===== config.mk =====
export PLATFORM = sky130hd
export DESIGN_NAME = pattern_sequencer
export DESIGN_NICKNAME = d
export VERILOG_FILES = /design/src/rtl/pattern_sequencer_pkg.sv /design/src/rtl/pattern_sequencer_button_conditioner.sv /design/src/rtl/pattern_sequencer.sv
export SDC_FILE = /design/constraint.sdc
export NUM_CORES = 1
export LEC_CHECK = 0
export ABC_AREA = 1
export CAP_MARGIN = 20
export CORE_MARGIN = 3
export CORE_UTILIZATION = 30
export DETAILED_ROUTE_END_ITERATION = 6
export GPL_ROUTABILITY_DRIVEN = 0
export HOLD_SLACK_MARGIN = 0.1
export PLACE_DENSITY = 0.57
export SETUP_SLACK_MARGIN = 0.4
export SLEW_MARGIN = 0
export SYNTH_ARGS = -nofsm -noshare
export SYNTH_HDL_FRONTEND = slang
export SYNTH_SLANG_ARGS = --single-unit

===== constraint.sdc =====
create_clock -name i_clk -period 1.6 [get_ports i_clk]
set_input_delay 0.16 -clock i_clk [delete_from_list [all_inputs] [get_ports i_clk]]
set_output_delay 0.16 -clock i_clk [all_outputs]
set_load 0.02 [all_outputs]

===== src/rtl/pattern_sequencer_pkg.sv =====
// Shared types and helpers for the video pattern sequencer.
// Holds the mode encoding, the debounce counter width and the select wrap rule.
package pattern_seq_pkg;

    typedef enum logic {
        ST_MANUAL = 1'b0,
        ST_AUTO   = 1'b1
    } seq_state_e;

    localparam int DEBOUNCE_W = 16;

    // Advance a pattern index, wrapping at the last pattern so no index >= num_patterns appears.
    function automatic int unsigned next_sel(input int unsigned sel, input int unsigned num_patterns);
        return (sel == num_patterns - 1) ? 32'd0 : sel + 32'd1;
    endfunction

endpackage


===== src/rtl/pattern_sequencer_button_conditioner.sv =====
// Button conditioner: 2-flop synchronizer, optional debouncer, rising-edge detector.
// Define PATTERN_SEQ_DEBOUNCE_EN to insert a 2**16-cycle stability debouncer.
module button_conditioner
    import pattern_seq_pkg::*;
(
    input  logic i_clk,
    input  logic i_rst,
    input  logic i_btn,
    output logic o_press
);

    logic [1:0] r_sync;
    logic       w_sync;
    logic       w_level;
    logic       r_prev;
    logic       r_press;

    // NOTE: sequential state is assigned with <= so every flop samples the pre-edge values.
    always_ff @(posedge i_clk or posedge i_rst) begin
        if (i_rst) begin
            r_sync <= 2'b00;
        end else begin
            r_sync <= {r_sync[0], i_btn};
        end
    end

    assign w_sync = r_sync[1];

`ifdef PATTERN_SEQ_DEBOUNCE_EN
    logic [DEBOUNCE_W-1:0] r_db_cnt;
    logic                  r_db_level;

    // The level follows the input only after it has differed for a full counter wrap.
    always_ff @(posedge i_clk or posedge i_rst) begin
        if (i_rst) begin
            r_db_cnt   <= '0;
            r_db_level <= 1'b0;
        end else if (w_sync == r_db_level) begin
            r_db_cnt <= '0;
        end else if (&r_db_cnt) begin
            r_db_cnt   <= '0;
            r_db_level <= w_sync;
        end else begin
            r_db_cnt <= r_db_cnt + 1'b1;
        end
    end

    assign w_level = r_db_level;
`else
    assign w_level = w_sync;
`endif

    // Registered edge detect: press event lands 3 cycles after the pin rises.
    always_ff @(posedge i_clk or posedge i_rst) begin
        if (i_rst) begin
            r_prev  <= 1'b0;
            r_press <= 1'b0;
        end else begin
            r_prev  <= w_level;
            r_press <= w_level & ~r_prev;
        end
    end

    assign o_press = r_press;

endmodule


===== src/rtl/pattern_sequencer.sv =====
// Video test-pattern sequencer: advances the pattern select only at vblank start,
// automatically every FRAMES_PER_PATTERN frames or on a queued manual request.
// Optional macro PATTERN_SEQ_DEBOUNCE_EN enables button debouncing.
module pattern_sequencer
    import pattern_seq_pkg::*;
#(
    parameter int unsigned NUM_PATTERNS       = 4,
    parameter int unsigned SEL_W              = 2,
    parameter int unsigned FRAMES_PER_PATTERN = 60,
    parameter int unsigned FCNT_W             = 8
) (
    input  logic              i_clk,
    input  logic              i_rst,
    input  logic              i_vblank,
    input  logic              i_btn_next,
    input  logic              i_btn_mode,
    output logic [SEL_W-1:0]  o_pattern_sel,
    output logic              o_auto,
    output logic              o_frame_tick,
    output logic              o_pending,
    output logic [FCNT_W-1:0] o_frame_count
);

    localparam logic [FCNT_W-1:0] FCNT_LAST = FCNT_W'(FRAMES_PER_PATTERN - 1);

    seq_state_e        r_state, w_state_nxt;
    logic [SEL_W-1:0]  r_sel, w_sel_nxt, w_sel_adv;
    logic              r_pending, w_pending_nxt;
    logic [FCNT_W-1:0] r_fcnt, w_fcnt_nxt;
    logic              r_vblank_d;
    logic              r_frame_tick;
    logic              w_next_press;
    logic              w_mode_press;

    button_conditioner u_btn_next (
        .i_clk   (i_clk),
        .i_rst   (i_rst),
        .i_btn   (i_btn_next),
        .o_press (w_next_press)
    );

    button_conditioner u_btn_mode (
        .i_clk   (i_clk),
        .i_rst   (i_rst),
        .i_btn   (i_btn_mode),
        .o_press (w_mode_press)
    );

    // vblank comes from the same clock domain, so no synchronizer is needed here.
    always_ff @(posedge i_clk or posedge i_rst) begin
        if (i_rst) begin
            r_vblank_d   <= 1'b0;
            r_frame_tick <= 1'b0;
        end else begin
            r_vblank_d   <= i_vblank;
            r_frame_tick <= i_vblank & ~r_vblank_d;
        end
    end

    assign w_sel_adv = SEL_W'(next_sel(32'(r_sel), NUM_PATTERNS));

    // NOTE: every signal written here gets a default first, so no path can infer a latch.
    always_comb begin
        w_state_nxt   = r_state;
        w_sel_nxt     = r_sel;
        w_pending_nxt = r_pending;
        w_fcnt_nxt    = r_fcnt;

        if (w_mode_press) begin
            // Mode change wins over a coincident tick and discards any queued request.
            w_state_nxt   = (r_state == ST_AUTO) ? ST_MANUAL : ST_AUTO;
            w_fcnt_nxt    = '0;
            w_pending_nxt = 1'b0;
        end else begin
            if (r_frame_tick) begin
                if (r_state == ST_AUTO) begin
                    if (r_pending || (r_fcnt == FCNT_LAST)) begin
                        w_sel_nxt     = w_sel_adv;
                        w_fcnt_nxt    = '0;
                        w_pending_nxt = 1'b0;
                    end else begin
                        w_fcnt_nxt = r_fcnt + 1'b1;
                    end
                end else begin
                    if (r_pending) begin
                        w_sel_nxt     = w_sel_adv;
                        w_pending_nxt = 1'b0;
                    end
                    if (!(&r_fcnt)) begin
                        w_fcnt_nxt = r_fcnt + 1'b1;
                    end
                end
            end
            // A press coincident with a tick is queued for the following tick.
            if (w_next_press) begin
                w_pending_nxt = 1'b1;
            end
        end
    end

    always_ff @(posedge i_clk or posedge i_rst) begin
        if (i_rst) begin
            r_state   <= ST_AUTO;
            r_sel     <= '0;
            r_pending <= 1'b0;
            r_fcnt    <= '0;
        end else begin
            r_state   <= w_state_nxt;
            r_sel     <= w_sel_nxt;
            r_pending <= w_pending_nxt;
            r_fcnt    <= w_fcnt_nxt;
        end
    end

    assign o_pattern_sel = r_sel;
    assign o_auto        = (r_state == ST_AUTO);
    assign o_frame_tick  = r_frame_tick;
    assign o_pending     = r_pending;
    assign o_frame_count = r_fcnt;

endmodule


==> results.sh <==
export IMPL_outcome="complete, no violations"
export IMPL_first_pass_iters=4
export IMPL_busiest_layer="met2"
export IMPL_drive_above_1_share=0.394
export IMPL_setup_worst_path_end_class="primary output"
export IMPL_cts_sinks=22
export IMPL_power_mw=1.64
export IMPL_crit_start="o_frame_count[6]"
export IMPL_cts_hold_buf=0
export IMPL_clkTransAtPathRegs_ps=130
export IMPL_rows=20
export IMPL_rsz0062_at_grt="true"
export IMPL_grt_first_pass_wirelength_um=3700
export IMPL_area_delta_synth_final_pct=43.6
export IMPL_fill_cells=320
export IMPL_hold_viol=0
export IMPL_num_io_pins=18
export IMPL_grt_use_total=0.114
export IMPL_synthArstFlopShare=1.00
export IMPL_clk_path_buf_depth=2
export IMPL_cp_slowest_cell="dfrtp_1"
export IMPL_drc=0
export IMPL_cellLeakagePower_nw=0.791
export IMPL_antenna_left=0
export IMPL_timing_rr_start="o_frame_count[1]"
export IMPL_max_slew_margin=0.818
export IMPL_arrival_ps=1130
export IMPL_grt_use_met1=0.128
export IMPL_power_per_cell_area_nw_per_um2=1120
export IMPL_worstSkewPairLatency_ps=310
export IMPL_coreArea_um2=3150
export IMPL_crit_chain="dlygate4sd2_1"
export IMPL_synthFlopType="dfrtp_1"
export IMPL_grt_max_degree=23
export IMPL_drt_iter0_drc=17
export IMPL_fp_dieH_um=64.3
export IMPL_portBuffers=17
export IMPL_pre_cts_ws_ps=253
export IMPL_reg2reg_slack_ps=310
export IMPL_synthCells=117
export IMPL_worstRegToRegCells=10
export IMPL_crit_type="register to primary output"
export IMPL_critPathMaxFanout=5
export IMPL_ys_seq_area_frac=0.540
export IMPL_max_freq_mhz=772
export IMPL_path_delay_family="flip-flops"
export IMPL_dieArea_um2=4140
export IMPL_viasPerCell=4.50
export IMPL_yosysTopAreaCellShare=0.515
export IMPL_grt_use_met3=0.0316
export IMPL_cp_num_buf_inv=1
export IMPL_htree_levels=1
export IMPL_seqCellArea_um2=558
export IMPL_maxCapViolations=0
export IMPL_cts_root_buf="clkbuf_4"
export IMPL_wl_um=2170
export IMPL_fin_ws_ps=305
export IMPL_grt_overflow=0
export IMPL_ir_worst_vdd_v=0.000577
export IMPL_num_vias=895
export IMPL_synth_area_top_cells="dfrtp_1, nand2_1, inv_1"
export IMPL_yosysMostFrequentCell="nand2_1"
export IMPL_synth_area_um2=1020
export IMPL_synth_seq_cells=22
export IMPL_synthTopCellsByCount="nand2_1, dfrtp_1, inv_1"
export IMPL_n_antenna_cell=0
export IMPL_multiInputGateArea_um2=448
export IMPL_start_kind="register"
export IMPL_r2r_end="o_frame_count[5]"
export IMPL_yosysWarnings=0
export IMPL_antenna_found_initial=0
export IMPL_synth_top_area_cell="dfrtp_1"
export IMPL_fin_tns_setup_ps=0
export IMPL_setup_viol=0
export IMPL_synth_edf_count=0
export IMPL_final_net_count=163
export IMPL_cts_buffers=3
export IMPL_postSynthAreaPerCell_um2=8.73
export IMPL_slew_viol_final=0
export IMPL_die_w_um=64.3
export IMPL_dp_hpwl_um=1430
export IMPL_worstPathRequired_ps=1440
export IMPL_max_stage_delay_ps=460
export IMPL_grt_use_met2=0.206
export IMPL_synthDistinctLibCells=20
export IMPL_wire_per_inst_um=10.9
export IMPL_cts_tree="built"
export IMPL_syn_nets=124
export IMPL_grt_pass1_vias=861
export IMPL_finClkSkew_ps=7.79
export IMPL_start_util=0.324
export IMPL_worst_pin_slew_ps=274
export IMPL_period_share=0.809
export IMPL_fin_crit_ps=1290
export IMPL_hold_class="input pin to async pin"
export IMPL_final_core_util=0.465
per-stage QoR:
step	cell area (µm²)	hold slack [ps]	std cells
global route	1470	168	199
CTS	1460	167	197
floorplan	1040	148	117
detailed placement	1270	336	179
global placement	1270	336	179
finish	1470	162	199
state kept, by name (all words and copies together), names as in the netlist, 2 cells and up:
name and cells:
o_frame_count 8, o_pattern_sel 2, u_btn_mode.r_sync 2, u_btn_next.r_sync 2
where the power goes:
| group | switching [mW] | leakage (nW) | internal (mW) |
|---|---|---|---|
| combinational | 0.257 | 0.492 | 0.259 |
| sequential | 0.0635 | 0.271 | 0.636 |
| clock | 0.171 | 0.0279 | 0.253 |
| total | 0.491 | 0.791 | 1.15 |
layout make-up:
cell class / count / share of cell area
inverters: 17 / 0.0486
clock inverters: 1 / 0.0205
multi-input cells: 78 / 0.305
clock buffers: 3 / 0.0154
flip-flops and latches: 22 / 0.381
repair buffers: 34 / 0.192
well taps: 44 / 0.0375
repair_timing:
action,in CTS,in global routing
endpoints found under the hold margin,0,0
pin swaps,5,11
gates resized for setup,54,16
setup buffers,14,2
endpoints found under the setup margin,23,20
how the worst max path moves through the flow:
stage / end / cells past startpoint / slack [ps]
global placement: o_auto / 1 / 260
finish: o_frame_count[6] / 1 / 310
floorplan: o_frame_count[5] / 10 / 340
global route: o_frame_count[5] / 10 / 170
detailed placement: o_auto / 1 / 250
CTS: o_frame_count[6] / 1 / 330
layer usage:
layer	vias to the layer above	share of wire	wire length, µm
met4	0	0.012	27
met2	16	0.51	1100
met3	4	0.040	87
li1	444	-	-
met5	-	0	0
met1	431	0.44	958
cell families (layout without fill, tap and decap cells):
kind of cell,after synthesis,count (layout),synth area share
AO/OA/AOI/OAI,5,5,0.0245
XOR/XNOR,4,4,0.0343
adder cells (fa/ha/maj),2,2,0.0245
buffers and inverters,17,55,0.0674
flip-flops,22,22,0.540
AND/OR/NAND/NOR,67,67,0.309
cell usage in the layout, fill, tap and decap left out, drive strengths merged, types with 2 or more instances in the layout:
cell type      count
nor2              13
ha                 2
a21oi              3
nand2             38
clkdlybuf4s15      3
clkdlybuf4s50      4
nand4              6
dfrtp             21
clkbuf             4
nand3              9
buf               25
xor2               3
inv               16
o21ai              2
(Power assumes the default switching activity.)
